==> config.mk <==
export PLATFORM = sky130hd
export DESIGN_NAME = div_ctrl
export DESIGN_NICKNAME = d
export VERILOG_FILES = /design/src/rtl/div_ctrl.sv
export SDC_FILE = /design/constraint.sdc
export NUM_CORES = 1
export LEC_CHECK = 0
export BUFFER_PORTS_ARGS = -buffer_cell sky130_fd_sc_hd__buf_2
export CAP_MARGIN = 20
export CORE_MARGIN = 10
export CORE_UTILIZATION = 45
export DETAILED_ROUTE_END_ITERATION = 12
export GPL_ROUTABILITY_DRIVEN = 1
export PLACE_DENSITY = 0.74
export SYNTH_ARGS = -nofsm -noshare
export SYNTH_HDL_FRONTEND = slang
export SYNTH_SLANG_ARGS = --single-unit
==> constraint.sdc <==
create_clock -name clk -period 3.95 [get_ports clk]
set_input_delay 0.1975 -clock clk [delete_from_list [all_inputs] [get_ports clk]]
set_output_delay 0.1975 -clock clk [all_outputs]
set_load 0.05 [all_outputs]
==> src/rtl/div_ctrl.sv <==
// Sign-handling sequencer around an external combinational unsigned divider array.
// Normal result SETTLE cycles after accept; divide-by-zero / signed overflow bypass the array (1 cycle); one op in flight, result held until out_ready.
module div_ctrl #(
  parameter int WIDTH  = 16,
  parameter int SETTLE = 3
) (
  input  logic             clk,
  input  logic             rst_n,
  input  logic             in_valid,
  output logic             in_ready,
  input  logic             signed_op,
  input  logic [WIDTH-1:0] dividend,
  input  logic [WIDTH-1:0] divisor,
  output logic [WIDTH-1:0] div_dividend,
  output logic [WIDTH-1:0] div_divisor,
  output logic             div_sgn,
  input  logic [WIDTH-1:0] div_q,
  input  logic [WIDTH-1:0] div_r,
  output logic             out_valid,
  input  logic             out_ready,
  output logic [WIDTH-1:0] quotient,
  output logic [WIDTH-1:0] remainder,
  output logic             dbz,
  output logic             ovf
);

  localparam int CW = (SETTLE > 1) ? $clog2(SETTLE) : 1;

  typedef enum logic [1:0] {IDLE, WAIT, DONE} state_t;

  state_t           r_state;
  logic [CW-1:0]    r_cnt;
  logic             r_sa;
  logic             r_sb;
  logic [WIDTH-1:0] r_div_dividend;
  logic [WIDTH-1:0] r_div_divisor;
  logic [WIDTH-1:0] r_quotient;
  logic [WIDTH-1:0] r_remainder;
  logic             r_dbz;
  logic             r_ovf;
  logic             r_out_valid;

  logic             w_sa;
  logic             w_sb;
  logic             w_div_zero;
  logic             w_sovf;
  logic [WIDTH-1:0] w_min_neg;

  assign w_min_neg  = {1'b1, {(WIDTH-1){1'b0}}};
  assign w_sa       = signed_op & dividend[WIDTH-1];
  assign w_sb       = signed_op & divisor[WIDTH-1];
  assign w_div_zero = (divisor == '0);
  // Only -MIN / -1 overflows; its true quotient is not representable.
  assign w_sovf     = signed_op && (dividend == w_min_neg) && (divisor == '1);

  always_ff @(posedge clk or negedge rst_n) begin
    if (!rst_n) begin
      r_state        <= IDLE;
      r_cnt          <= '0;
      r_sa           <= 1'b0;
      r_sb           <= 1'b0;
      r_div_dividend <= '0;
      r_div_divisor  <= '0;
      r_quotient     <= '0;
      r_remainder    <= '0;
      r_dbz          <= 1'b0;
      r_ovf          <= 1'b0;
      r_out_valid    <= 1'b0;
    end else begin
      case (r_state)
        IDLE: begin
          if (in_valid) begin
            r_sa           <= w_sa;
            r_sb           <= w_sb;
            r_div_dividend <= w_sa ? -dividend : dividend;
            r_div_divisor  <= w_sb ? -divisor  : divisor;
            if (w_div_zero) begin
              r_quotient  <= '1;
              r_remainder <= dividend;
              r_dbz       <= 1'b1;
              r_ovf       <= 1'b0;
              r_out_valid <= 1'b1;
              r_state     <= DONE;
            end else if (w_sovf) begin
              r_quotient  <= w_min_neg;
              r_remainder <= '0;
              r_dbz       <= 1'b0;
              r_ovf       <= 1'b1;
              r_out_valid <= 1'b1;
              r_state     <= DONE;
            end else begin
              r_cnt   <= CW'(SETTLE - 1);
              r_dbz   <= 1'b0;
              r_ovf   <= 1'b0;
              r_state <= WAIT;
            end
          end
        end
        WAIT: begin
          if (r_cnt == '0) begin
            // Remainder follows the dividend's sign (truncating division).
            r_quotient  <= (r_sa ^ r_sb) ? -div_q : div_q;
            r_remainder <= r_sa ? -div_r : div_r;
            r_out_valid <= 1'b1;
            r_state     <= DONE;
          end else begin
            r_cnt <= r_cnt - 1'b1;
          end
        end
        DONE: begin
          if (out_ready) begin
            r_out_valid <= 1'b0;
            r_state     <= IDLE;
          end
        end
        default: r_state <= IDLE;
      endcase
    end
  end

  assign in_ready     = (r_state == IDLE);
  assign out_valid    = r_out_valid;
  assign quotient     = r_quotient;
  assign remainder    = r_remainder;
  assign dbz          = r_dbz;
  assign ovf          = r_ovf;
  assign div_dividend = r_div_dividend;
  assign div_divisor  = r_div_divisor;
  assign div_sgn      = 1'b0;

endmodule

==> metrics.cfg <==
[timing]
setup_tns_ns = 0
period_share_pct = 71.1
rsz0062_at_grt = false
finalHoldViolCount = 17
setup_violations = 0
tightestPinTransition_ns = 1.09
slew_viol_final = 0
hold_ws_ns = -0.0183
slew_headroom_pct = 27.2
period_minus_slack_ns = 2.81
timing.fmax_mhz = 356
fin_ws_ns = 1.14
skew_ns = 0.00921

[routing]
post-route-drc-count = 0
drt_iter0_markers = 274
num_vias = 4081
avgRoutedWirePerCell_microns = 18.2
drt_wl_total_mm = 13.5
first_pass_iters = 4
vias_per_cell = 5.51
postRouteAntennaNets = 0

[die]
rows = 36
core_sq_mm = 0.00982
fp.dieW_microns = 121
die-area_sq_mm = 0.0146
dieHeight_microns = 121
start_util_pct = 46.5
ios = 138

[setup_path]
reg2reg_depth = 4
reg2reg_from = r_state[1]
r2r_end = remainder[13]
cp-start-kind = input pin
crit_path_end_kind = register
cp_slowest_cell = a311o_2
max_stage_delay_ns = 0.77
timing.critical_path.buf_inv = 1
cpLargestDelayFamily = simple AND/OR/NAND/NOR gates
path_cells = buf_2 -> nor4_1 -> nand4_1 -> or4_4 -> a311o_2 -> mux2_4
cp_max_fo = 34
crit_type = input pin to register
cp.required_ns = 4.18
path_depth = 6
r2r_setup_slack_ns = 1.53
crit_arrival_ns = 3.04

[synthesis]
seq_area_frac_synth_pct = 40.0
ys_seq_elements = 73
synth-main-ff-cell = dfrtp_1
syn_area_sq_mm = 0.00457
ys.warnings.count = 0
synthesis.nets = 554
synth_largest_area_cell = dfrtp_1
synth_top_cell_area_share_pct = 40.0
syn_area_per_cell_sq_um = 9.54
synthArstFlopShare_pct = 100
synth_common_cells = dfrtp_1, o21ai_0, nand2_1
netlist_instances = 479
synth_edf_count = 0
ys_top_cells_by_area = dfrtp_1, mux2_4, xnor2_1
ys_types = 51
synth_most_common_cell = dfrtp_1

[placed_design]
gp_congestion = 0.935
port_buffers = 136
dp_hpwl_mm = 10.4
place_ws_ns = 0.764
dpl_cell_area_sq_mm = 0.00530
place_inst = 725

[clocking]
cts_tree = done
clockBufferDepth = 2
clock_sinks = 73
clk_latency_ns = 0.35
holdBufCountCts = 0
post-cts-setup-buffers = 0
numCtsBuffers = 9
clk_pin_slew_worst_paths_ns = 0.07
cts_htree_levels = 3
cts-root-buf = clkbuf_8
post_cts_resized = 0

[global_routing]
grt_pass1_vias = 4327
grt_first_pass_wirelength_mm = 21.9
antenna_found_initial = 1
grtUsageTotal_pct = 18.5
overflow = 0
grt_max_degree = 74

[final_layout]
area_growth_pct = 19.9
seq_area_sq_mm = 0.00183
drive_gt1_share_pct = 31.1
fillers = 912
stdcell_count = 741
multi_input_area_sq_mm = 0.00253
final_core_util_pct = 55.8
nets = 678
stdcell_area_sq_mm = 0.00548

[power_and_ir_drop]
power_mw = 4.64
p_int_mw = 2.22
power_leakage_nw = 2.68
comb_power_share_pct = 60.3
seq_power_share_pct = 27.8
vdd_drop_max_mv = 0.347
p_sw_mw = 2.42
swShare_pct = 52.1
p_per_area_mw_per_mm2 = 847
clockPowerShare_pct = 11.8

[worst_hold_path]
hp-class = input pin to asynchronous set/reset pin

[run_status]
violations = negative hold slack
status = finished with violations

[run]
cap_violations = 0

==> power groups by stage <==
stage                     combinational (mW)  sequential [mW]  clock (mW)
after global placement                  2.78             1.28           0
after CTS                               2.83             1.29       0.565
after floorplan                         1.18             2.27           0
final                                   2.80             1.29       0.549
after detailed placement                2.82             1.30           0
after global routing                    3.02             1.34       0.599
==> logic make-up after synthesis <==
logic type / synth area share, %
simple gates: 15.1
compound gates: 17.7
flops: 40.0
xor+xnor: 9.78
buf+inv: 4.74
mux: 11.0
fa+ha+maj: 1.64
other cells: 0.0821
==> cell usage in the layout, fill, tap and decap left out, drive strengths merged, types with 2 or more instances in the layout <==
cell type  synthesis  layout
a21o               3       3
a21oi             15      15
a22o              10      10
a311o              2       2
a311oi             2       2
a31oi              4       4
a41oi              2       2
and2               3       3
and3               3       3
buf                7     139
clkbuf            19      12
clkinv             0       3
dfrtp             73      73
ha                 6       6
inv               18      18
mux2              31      31
mux2i              5       5
nand2             51      51
nand2b             6       6
nand3              7       7
nand4              8       8
nor2              24      24
nor2b              2       2
nor3              12      12
nor3b              2       2
nor4               4       4
o21ai             57      57
o22ai              3       3
o31ai             12      12
o41ai              8       8
or3                9       9
or4                7       7
xnor2             33      33
xor2              18      18
==> cell type report <==
cell class / instances / share of cell area, %
Antenna cell: 1 / 0.0457
Clock buffer: 12 / 3.02
Clock inverter: 3 / 0.274
Inverter: 18 / 1.23
Multi-Input combinational cell: 362 / 46.2
Sequential cell: 73 / 33.3
Tap cell: 133 / 3.04
Timing Repair Buffer: 139 / 12.9
==> registers in the layout, summed over array words and instances, names as in the netlist <==
register      count
remainder        16
quotient         16
r_sa              1
dbz               1
r_sb              1
div_dividend     16
r_state           2
r_cnt             2
div_divisor      16
out_valid         1
ovf               1
==> worst max-delay path by stage <==
stage | start | endpoint | slack [ns]
3_3_place_gp | dividend[9] | quotient[4] | 0.85
6_report | dividend[9] | remainder[7] | 1.14
5_1_grt | dividend[9] | remainder[9] | 0.99
4_1_cts | dividend[9] | remainder[11] | 1.14
3_5_place_dp | dividend[9] | quotient[4] | 0.76
2_1_floorplan | dividend[14] | quotient[10] | 1.39
==> layer usage <==
| layer | track usage, % | up-vias | share of wire (%) |
|---|---|---|---|
| met4 | 9.05 | 0 | 3.2 |
| met1 | 20.4 | 1967 | 40 |
| li1 | - | 1965 | - |
| met2 | 31.8 | 119 | 49 |
| met5 | 0 | - | 0 |
| met3 | 5.58 | 30 | 7.7 |
Power figures use the tool's default switching activity.
